**config.mk**
```make
export PLATFORM = sky130hd
export DESIGN_NAME = clk_switch_ctrl
export DESIGN_NICKNAME = d
export VERILOG_FILES = /design/src/rtl/clk_switch_ctrl_pkg.sv /design/src/rtl/clk_alive_mon.sv /design/src/rtl/clk_switch_ctrl.sv
export SDC_FILE = /design/constraint.sdc
export NUM_CORES = 1
export LEC_CHECK = 0
export ABC_CLOCK_PERIOD_IN_PS = 2900
export CORE_MARGIN = 2
export CORE_UTILIZATION = 30
export DETAILED_ROUTE_END_ITERATION = 10
export PLACE_DENSITY_LB_ADDON = 0.08
export SETUP_SLACK_MARGIN = 0.4
export SYNTH_ARGS = -nofsm -noshare
export SYNTH_HDL_FRONTEND = slang
export SYNTH_SLANG_ARGS = --single-unit
```
**constraint.sdc**
```tcl
create_clock -name clk1 -period 2.9 [get_ports clk1]
set_input_delay 0.29 -clock clk1 [delete_from_list [all_inputs] [get_ports clk1]]
set_output_delay 0.29 -clock clk1 [all_outputs]
set_load 0.01 [all_outputs]
```
**src/rtl/clk_switch_ctrl_pkg.sv**
```systemverilog
// Shared types and constants for the clock-switch sequencer.
//   state_t   : sequencer states
//   SEL_CLK1  : select value that routes clk1 to the mux output
//   SEL_CLK2  : select value that routes clk2 to the mux output
package clk_switch_ctrl_pkg;

  typedef enum logic [2:0] {
    IDLE   = 3'd0,
    CHECK  = 3'd1,
    SWITCH = 3'd2,
    SETTLE = 3'd3,
    DONE   = 3'd4
  } state_t;

  localparam logic SEL_CLK1 = 1'b1;
  localparam logic SEL_CLK2 = 1'b0;

endpackage

```
**src/rtl/clk_alive_mon.sv**
```systemverilog
// clk2 liveness monitor: synchronizes clk2 (sampled as data) into the clk1
// domain and counts its transitions while enabled.
//   clk1      in   sampling clock
//   rstn      in   asynchronous active-low reset
//   clk2_mon  in   clk2 routed as data
//   clear     in   holds the edge counter at zero
//   edge_cnt  out  saturating count of synchronized clk2 transitions
//   pass      out  edge_cnt has reached MIN_EDGES
module clk_alive_mon #(
  parameter int CNT_W     = 8,
  parameter int MIN_EDGES = 4
) (
  input  logic             clk1,
  input  logic             rstn,
  input  logic             clk2_mon,
  input  logic             clear,
  output logic [CNT_W-1:0] edge_cnt,
  output logic             pass
);

  localparam logic [CNT_W-1:0] MIN_EDGES_W = CNT_W'(MIN_EDGES);

  logic             sync1_reg;
  logic             sync2_reg;
  logic             hist_reg;
  logic [CNT_W-1:0] edge_cnt_reg;
  logic             toggle;

  // The synchronizer and history flop run continuously so that entering the
  // check window never produces a false transition from stale history.
  always_ff @(posedge clk1 or negedge rstn) begin
    if (!rstn) begin
      sync1_reg <= 1'b0;
      sync2_reg <= 1'b0;
      hist_reg  <= 1'b0;
    end else begin
      sync1_reg <= clk2_mon;
      sync2_reg <= sync1_reg;
      hist_reg  <= sync2_reg;
    end
  end

  assign toggle = sync2_reg ^ hist_reg;

  always_ff @(posedge clk1 or negedge rstn) begin
    if (!rstn) begin
      edge_cnt_reg <= '0;
    end else if (clear) begin
      edge_cnt_reg <= '0;
    end else if (toggle && (edge_cnt_reg != '1)) begin
      edge_cnt_reg <= edge_cnt_reg + CNT_W'(1);
    end
  end

  assign edge_cnt = edge_cnt_reg;
  assign pass     = (edge_cnt_reg >= MIN_EDGES_W);

endmodule

```
**src/rtl/clk_switch_ctrl.sv**
```systemverilog
// Sequencer for a glitch-free two-clock switch. Accepts a one-cycle request
// from the host, verifies clk2 is toggling before selecting it, drives the
// switch select, waits a settle window and reports with a one-cycle ack.
//   clk1      in   system clock (always running)
//   rstn      in   asynchronous active-low reset
//   clk2_mon  in   clk2 routed as data for the liveness check
//   req       in   one-cycle switch request
//   req_sel   in   requested clock, valid with req (1 = clk1, 0 = clk2)
//   busy      out  sequencer not idle
//   ack       out  one-cycle completion pulse
//   err       out  valid with ack: clk2 liveness check failed
//   sel_clk1  out  select to the clock switch
//   cur_sel   out  committed selection, updated with ack
module clk_switch_ctrl
  import clk_switch_ctrl_pkg::*;
#(
  parameter int SETTLE_CYCLES = 32,
  parameter int CHK_WINDOW    = 64,
  parameter int CHK_MIN_EDGES = 4,
  parameter int CNT_W         = 8
) (
  input  logic clk1,
  input  logic rstn,
  input  logic clk2_mon,
  input  logic req,
  input  logic req_sel,
  output logic busy,
  output logic ack,
  output logic err,
  output logic sel_clk1,
  output logic cur_sel
);

  localparam logic [CNT_W-1:0] WIN_LAST    = CNT_W'(CHK_WINDOW - 1);
  localparam logic [CNT_W-1:0] SETTLE_LAST = CNT_W'(SETTLE_CYCLES - 1);

  state_t           state_reg, state_next;
  logic [CNT_W-1:0] cnt_reg, cnt_next;
  logic             target_reg, target_next;
  logic             sel_reg, sel_next;
  logic             err_next;
  logic             cur_sel_reg;
  logic             ack_reg;
  logic             err_reg;
  logic             busy_reg;
  logic             alive_pass;
  logic [CNT_W-1:0] alive_edges;

  // Edge counter only runs while in CHECK, so it is zero on every entry.
  clk_alive_mon #(
    .CNT_W     (CNT_W),
    .MIN_EDGES (CHK_MIN_EDGES)
  ) u_alive_mon (
    .clk1     (clk1),
    .rstn     (rstn),
    .clk2_mon (clk2_mon),
    .clear    (state_reg != CHECK),
    .edge_cnt (alive_edges),
    .pass     (alive_pass)
  );

  always_comb begin
    state_next  = state_reg;
    cnt_next    = cnt_reg;
    target_next = target_reg;
    sel_next    = sel_reg;
    err_next    = 1'b0;
    case (state_reg)
      IDLE: begin
        if (req) begin
          target_next = req_sel;
          cnt_next    = '0;
          if (req_sel == cur_sel_reg) begin
            state_next = DONE;
          end else if (req_sel == SEL_CLK1) begin
            // clk1 is running by definition; no check needed
            state_next = SWITCH;
            sel_next   = SEL_CLK1;
          end else begin
            state_next = CHECK;
          end
        end
      end
      CHECK: begin
        // A pass seen in the last window cycle still wins over the timeout.
        if (alive_pass) begin
          state_next = SWITCH;
          sel_next   = target_reg;
          cnt_next   = '0;
        end else if (cnt_reg == WIN_LAST) begin
          state_next = DONE;
          err_next   = 1'b1;
        end else begin
          cnt_next = cnt_reg + CNT_W'(1);
        end
      end
      SWITCH: begin
        state_next = SETTLE;
        cnt_next   = '0;
      end
      SETTLE: begin
        if (cnt_reg == SETTLE_LAST) begin
          state_next = DONE;
        end else begin
          cnt_next = cnt_reg + CNT_W'(1);
        end
      end
      DONE: begin
        state_next = IDLE;
      end
      default: begin
        state_next = IDLE;
      end
    endcase
  end

  // Outputs are registered from next-state values so they line up with the
  // state they describe rather than lagging it by a cycle.
  always_ff @(posedge clk1 or negedge rstn) begin
    if (!rstn) begin
      state_reg   <= IDLE;
      cnt_reg     <= '0;
      target_reg  <= SEL_CLK1;
      sel_reg     <= SEL_CLK1;
      cur_sel_reg <= SEL_CLK1;
      ack_reg     <= 1'b0;
      err_reg     <= 1'b0;
      busy_reg    <= 1'b0;
    end else begin
      state_reg  <= state_next;
      cnt_reg    <= cnt_next;
      target_reg <= target_next;
      sel_reg    <= sel_next;
      ack_reg    <= (state_next == DONE);
      err_reg    <= err_next;
      busy_reg   <= (state_next != IDLE);
      if (state_next == DONE) begin
        cur_sel_reg <= sel_reg;
      end
    end
  end

  assign busy     = busy_reg;
  assign ack      = ack_reg;
  assign err      = err_reg;
  assign sel_clk1 = sel_reg;
  assign cur_sel  = cur_sel_reg;

endmodule

```
==> impl_metrics.csv, run 1 <==
group,metric,value,unit
synthesis,synth.ff_latch_count,28,
worst_setup_path,path_depth,5,
grt,grt-ovfl-total,0,
worst_setup_path,end_kind,"register",
worst_setup_path,ff2ff_setup_slack,0.76,ns
placement,placed_cells,203,
floorplanning,vertical_extent_of_the_die,73.7,µm
cts,cts_setup_buffers,0,
grt,grt_start_max_net_pins,29,
layout,final_core_util,0.353,
grt,grt_first_pass_wirelength,5170,µm
synthesis,synth_most_common_cell,"dfrtp_1",
worst_setup_path,ff2ff_path_depth,5,
sta,report.final.hold_viol_count,0,
run,max_cap_violations,0,
worst_setup_path,highest_delay_cell_along_the_critical_path,"or3b_1",
sta,min_period_over_period,0.737,
grt,grt_util_met2,0.180,
layout,final_instance_count_excl_fillers,207,
synthesis,yosysTopAreaCellShare,0.430,
floorplanning,fp.dieArea,0.00543,mm²
route,dr.first_iter.drc_count,67,
layout,area_added_between_synthesis_and_finish,13.8,%
synthesis,post_synth_main_area_contributors,"dfrtp_1 (43%), dfstp_2 (5.4%), nor2_1 (4.6%)",
cts,post_cts.resized_instances,0,
sta,clock.fmax,468,MHz
synthesis,ys_top_cells_by_count,"dfrtp_1 (25), nor2_1 (18), nand2_1 (12), nand4_1 (7)",
run_status,run_status,"complete, no violations",
layout,share_of_layout_cells_above_drive_strength_1,0.105,
worst_setup_path,worst_setup_path_startpoint,"state_reg[0]",
cts,path_clk_slew,0.10,ns
cts,cts_num_sinks,28,
grt,gr-usage-met3,0.0219,
placement,gp_congestion,0.849,
sta,grt_setup_unrepaired,"no",
route,drt_drc_violations_left,0,
route,postRouteWirelength,2910,µm
synthesis,cell_taking_the_most_area_after_synthesis,"dfrtp_1",
min_path,worstHoldPathType,"register to register",
floorplanning,placement_rows,25,
synthesis,postSynthAreaPerCell,10.3,µm²
layout,antenna_cells_inserted,0,
placement,post_dp_hpwl,2080,µm
sta,max_slew_margin,0.509,
sta,measured_slew_at_the_worst_slew_check_pin,0.728,ns
layout,design.final.nets,164,
synthesis,synthesis.yosys.warnings,0,
sta,fin_skew,0.00256,ns
cts,cts_tree,"yes",
cts,clock_tree.buffer_depth,2,
worst_setup_path,critical_path_buf_inv_count,0,
pwr,cellPowerDensity,736,mW/mm²
cts,insertion_delay,0.28,ns
worst_setup_path,timing.critical_path.cells,"or3b_1 -> nand3b_4 -> o211ai_2 -> nand2b_2 -> o31ai_1",
grt,antenna_found_initial,0,
pwr,max-vdd-ir-drop,215,µV
grt,globalRouteTotalUtil,0.123,
grt,global_route.usage.met1,0.178,
floorplanning,core,0.00469,mm²
route,ant_nets,0,
route,via_per_inst,5.21,
synthesis,yosysUniqueCellTypes,43,
sta,setup_violations,0,
worst_setup_path,setup.worst_path.start_class,"register",
grt,grt.busiest_layer,"met2",
pwr,power_leakage,0.711,nW
floorplanning,boundaryPins,10,
worst_setup_path,cp_data_required_time,3.07,ns
route,detailedRoute.firstPassIterationCount,4,
sta,timing_max_transition_violations_final,0,
cts,clock_tree.htree_level_count,1,
synthesis,synth_top_flop_cell,"dfrtp_1",
worst_setup_path,cpLargestDelayFamily,"simple AND/OR/NAND/NOR gates",
synthesis,post_synth_inst_count,141,
sta,hold_ws,0.364,ns
cts,cts_hold_buffers,0,
worst_setup_path,worstSetupEndpoint,"cnt_reg[3]",
synthesis,synth_enable_flop_cells,0,
floorplanning,start_util,0.310,
worst_setup_path,worst_ep_arrival_time,2.30,ns
synthesis,mapped_area,0.00146,mm²
grt,grt_pass1_vias,1066,
worst_setup_path,worstReg2RegEnd,"cnt_reg[3]",
worst_setup_path,timing.critical_path.fanout_max,10,
worst_setup_path,max_stage_delay,0.55,ns
pwr,post-layout-total-power,0.00122,W
placement,place.port_buffers,9,
route,via_count,1078,
worst_setup_path,reg2reg_from,"state_reg[0]",
synthesis,ys_async_sr_fraction,1.00,
cts,clock-root-buffer,"clkbuf_8",
sta,setup_total_negative_slack,0,ns
synthesis,synth-seq-area-share,0.484,
synthesis,synth_nets,151,
floorplanning,die_x,73.7,µm
sta,min_period,2.14,ns
cts,cts_buffers,3,
route,drt-wirelength-per-cell,14.1,µm
worst_setup_path,worst_setup_path_category,"register to register",
-- layer usage --
| metal | vias up | wire length, µm |
|---|---|---|
| li1 | 532 | - |
| met1 | 536 | 1460 |
| met2 | 6 | 1350 |
| met3 | 4 | 54 |
| met4 | 0 | 41 |
| met5 | - | 0 |
-- metrics by stage --
step | worst slack (ns) | cell area, µm²
2_1_floorplan | 1.05 | 1460
3_3_place_gp | 0.644 | 1600
3_5_place_dp | 0.720 | 1600
4_1_cts | 0.739 | 1660
5_1_grt | 0.588 | 1660
6_report | 0.762 | 1660
-- cells in the final DEF (no fill, tap or decap), types with 3 or more instances in the layout --
cell,n
dfstp_2,3
nand2b_1,3
clkdlybuf4s50_1,9
o21ai_0,6
nor2_1,18
a21oi_1,3
inv_1,6
dfrtp_1,25
xnor2_1,3
o21ai_1,3
nand4_1,7
nand2_1,12
o31ai_1,3
clkbuf_8,4
ha_1,5
and3_1,3
nor3_1,4
xor2_1,5
-- power breakdown --
| group | internal [W] | switching (W) |
|---|---|---|
| clock | 0.000122 | 0.000125 |
| sequential | 0.000473 | 0.0000858 |
| combinational | 0.000188 | 0.000226 |
-- worst reg2reg max path: cells and delay by family, from the launching register on --
| family | cells | cell delay, ns |
|---|---|---|
| flip-flops | 1 | 0.49 |
| AND/OR/NAND/NOR | 3 | 1.09 |
| AO/OA/AOI/OAI | 2 | 0.45 |
-- worst min-delay path by stage --
stage | cells past startpoint | from | endpoint | slack [ns]
5_1_grt | 0 | u_alive_mon.sync1_reg | u_alive_mon.sync2_reg | 0.37
4_1_cts | 0 | u_alive_mon.sync1_reg | u_alive_mon.sync2_reg | 0.37
3_5_place_dp | 0 | u_alive_mon.sync1_reg | u_alive_mon.sync2_reg | 0.34
6_report | 0 | u_alive_mon.sync1_reg | u_alive_mon.sync2_reg | 0.36
2_1_floorplan | 0 | rstn | ack | -0.006
3_3_place_gp | 0 | u_alive_mon.sync1_reg | u_alive_mon.sync2_reg | 0.34
-- logic make-up (layout without fill, tap and decap cells) --
| logic type | after synthesis | count (layout) | synth area share |
|---|---|---|---|
| multiplexers | 2 | 2 | 0.0180 |
| flip-flops | 28 | 28 | 0.484 |
| buffers and inverters | 8 | 20 | 0.0284 |
| XOR/XNOR | 8 | 8 | 0.0481 |
| AND/OR/NAND/NOR | 64 | 64 | 0.255 |
| AO/OA/AOI/OAI | 26 | 26 | 0.124 |
| adder cells (fa/ha/maj) | 5 | 5 | 0.0430 |
-- cell type report --
class / instances / area [µm²]
clock buffer: 4 / 55.1
fill: 478 / 3030
inverter: 6 / 22.5
multi-input combinational: 105 / 711
sequential: 28 / 704
tap: 54 / 67.6
timing repair buffer: 10 / 97.6
Power figures use the tool's default switching activity.
==> run 2, diff against run 1 <==
ABC_CLOCK_PERIOD_IN_PS = 1800   (was 2900)
clock period = 1.8 ns   (was 2.9 ns; I/O delays follow)
==> run 2 against run 1 <==
Net effect:
- maximum frequency rose by 19%
- worst setup slack lost 0.76 ns
- clock skew grew 0.0027 ns
- first-iteration DRC count rose by 18%
- sequential share of layout area shrank 8.7 points
- count of clock-buffer cells in the layout is the same
- via count grew 14%
- flip-flop and latch count unchanged
- critical path depth unchanged
- cell count increased by 17%
- design area increased by 26%
- critical path type unchanged
- critical endpoint is now cur_sel
==> impl_metrics.csv, run 2 (synthesis gave the netlist of run 1 again) <==
group,metric,value,unit
layout,nFillCells,460,
placement,post_dp_hpwl,2200,µm
grt,antenna_found_initial,0,
run,max_cap_violations,0,
layout,share_of_layout_cells_above_drive_strength_1,0.407,
cts,path_clk_slew,0.10,ns
route,detailedRoute.firstPassIterationCount,4,
route,dr.first_iter.drc_count,79,
floorplanning,core,0.00469,mm²
placement,place.port_buffers,9,
route,ant_nets,0,
sta,measured_slew_at_the_worst_slew_check_pin,0.359,ns
route,drt-wirelength-per-cell,13.5,µm
layout,design.final.nets,200,
worst_setup_path,reg2reg_from,"state_reg[0]",
cts,clock_tree.htree_level_count,1,
min_path,worstHoldPathType,"input port to async pin",
pwr,max-vdd-ir-drop,523,µV
layout,most_frequent_cells_in_the_layout,"buf_4 (32), dfrtp_1 (23), nor2_1 (16), nand2_1 (10)",
sta,setup_violations,0,
floorplanning,boundaryPins,10,
worst_setup_path,worst_setup_path_startpoint,"state_reg[0]",
worst_setup_path,ff2ff_path_depth,5,
cts,cts_num_sinks,28,
sta,clock.fmax,557,MHz
floorplanning,start_util,0.310,
worst_setup_path,setup.worst_path.start_class,"register",
sta,timing_max_transition_violations_final,0,
cts,insertion_delay,0.28,ns
run_status,run_status,"complete, no violations",
sta,grt_setup_unrepaired,"yes",
layout,antenna_cells_inserted,0,
sta,fin_skew,0.00526,ns
floorplanning,die_x,73.7,µm
grt,globalRouteTotalUtil,0.136,
worst_setup_path,end_kind,"register",
worst_setup_path,worstReg2RegEnd,"cur_sel",
floorplanning,fp.dieArea,0.00543,mm²
sta,min_period,1.79,ns
pwr,power_leakage,0.916,nW
cts,clock-root-buffer,"clkbuf_8",
sta,max_slew_margin,0.761,
worst_setup_path,worstSetupEndpoint,"cur_sel",
cts,cts_tree,"yes",
route,via_per_inst,5.05,
worst_setup_path,timing.critical_path.fanout_max,5,
layout,final_instance_count_excl_fillers,243,
cts,clock_tree.buffer_depth,2,
sta,report.final.hold_viol_count,0,
worst_setup_path,cp_data_required_time,2.01,ns
worst_setup_path,worst_ep_arrival_time,2.01,ns
grt,grt_first_pass_wirelength,5690,µm
placement,placed_cells,229,
route,via_count,1227,
route,postRouteWirelength,3290,µm
grt,grt_pass1_vias,1271,
pwr,cellPowerDensity,1110,mW/mm²
sta,min_period_over_period,0.997,
floorplanning,vertical_extent_of_the_die,73.7,µm
grt,grt_start_max_net_pins,29,
grt,grt-ovfl-total,0,
layout,final_core_util,0.446,
worst_setup_path,worst_setup_path_category,"register to register",
cts,cts_buffers,3,
layout,mostFrequentLayoutCell,"buf_4",
route,drt_drc_violations_left,0,
placement,gp_congestion,0.854,
floorplanning,placement_rows,25,
worst_setup_path,ff2ff_setup_slack,0.005,ns
layout,area_added_between_synthesis_and_finish,43.8,%
## run 2: cell types whose count changed in the layout (fill, tap and decap cells not counted), sizes merged
| cell | previous run | this run |
|---|---|---|
| dlygate4sd2 | 0 | 2 |
| buf | 1 | 37 |
| clkdlybuf4s50 | 9 | 7 |
## run 2: per-stage QoR
stage,area (µm²),setup WS (ns),total power [W],setup TNS [ns],hold WS (ns)
final,2090,0.00548,0.00233,0,0.276
after global routing,2090,-0.0688,0.00251,-0.196,0.316
after CTS,1980,0.0376,0.00222,0,0.288
after detailed placement,1840,-0.0193,0.00176,-0.0193,0.340
after global placement,1840,-0.00187,0.00177,-0.00187,0.337
after floorplan,1500,-0.0443,0.00143,-0.126,-0.116
## run 2: how the worst min path moves through the flow
stage | slack (ns) | cells past startpoint | start | to
detailed placement | 0.34 | 0 | u_alive_mon.sync1_reg | u_alive_mon.sync2_reg
CTS | 0.29 | 2 | rstn | state_reg[1]
global route | 0.32 | 2 | rstn | u_alive_mon.sync1_reg
global placement | 0.34 | 0 | u_alive_mon.sync1_reg | u_alive_mon.sync2_reg
finish | 0.28 | 2 | rstn | u_alive_mon.edge_cnt[0]
floorplan | -0.12 | 0 | rstn | ack
## run 2: report_power, final
group          internal [W]  leakage, nW  switching, W
combinational      0.000522        0.528      0.000525
clock              0.000196       0.0288      0.000197
sequential         0.000764        0.359      0.000125
total               0.00148        0.916      0.000846
## run 2: critical path, cell delays in order (launching register included)
cell      delay [ns]
dfrtp_1         0.43
or3b_1          0.39
nand3b_4        0.20
o211a_1         0.25
and3_4          0.18
mux2_4          0.28
## run 2: repair_timing
item                                    4_1_cts  5_1_grt
endpoints found under the setup margin       22       25
hold endpoints to repair                      0        0
pin swaps                                     7        6
resized for setup                             8       26
buffers inserted                              9        1
hold buffers                                  0        0
## run 2: layout make-up
class,instances,area (µm²),share of cell area
multi-input cells,105,858,0.410
flip-flops and latches,28,707,0.338
repair buffers,46,384,0.183
well taps,54,67.6,0.0323
clock buffers,4,55.1,0.0263
inverters,6,22.5,0.0108
## run 2: per-layer routing
| layer | global-route usage | part of all wire | vias to the layer above |
|---|---|---|---|
| met2 | 0.224 | 0.50 | 12 |
| met1 | 0.171 | 0.47 | 607 |
| li1 | - | - | 602 |
| met3 | 0.0343 | 0.020 | 6 |
| met5 | 0 | 0 | - |
| met4 | 0.0485 | 0.014 | 0 |
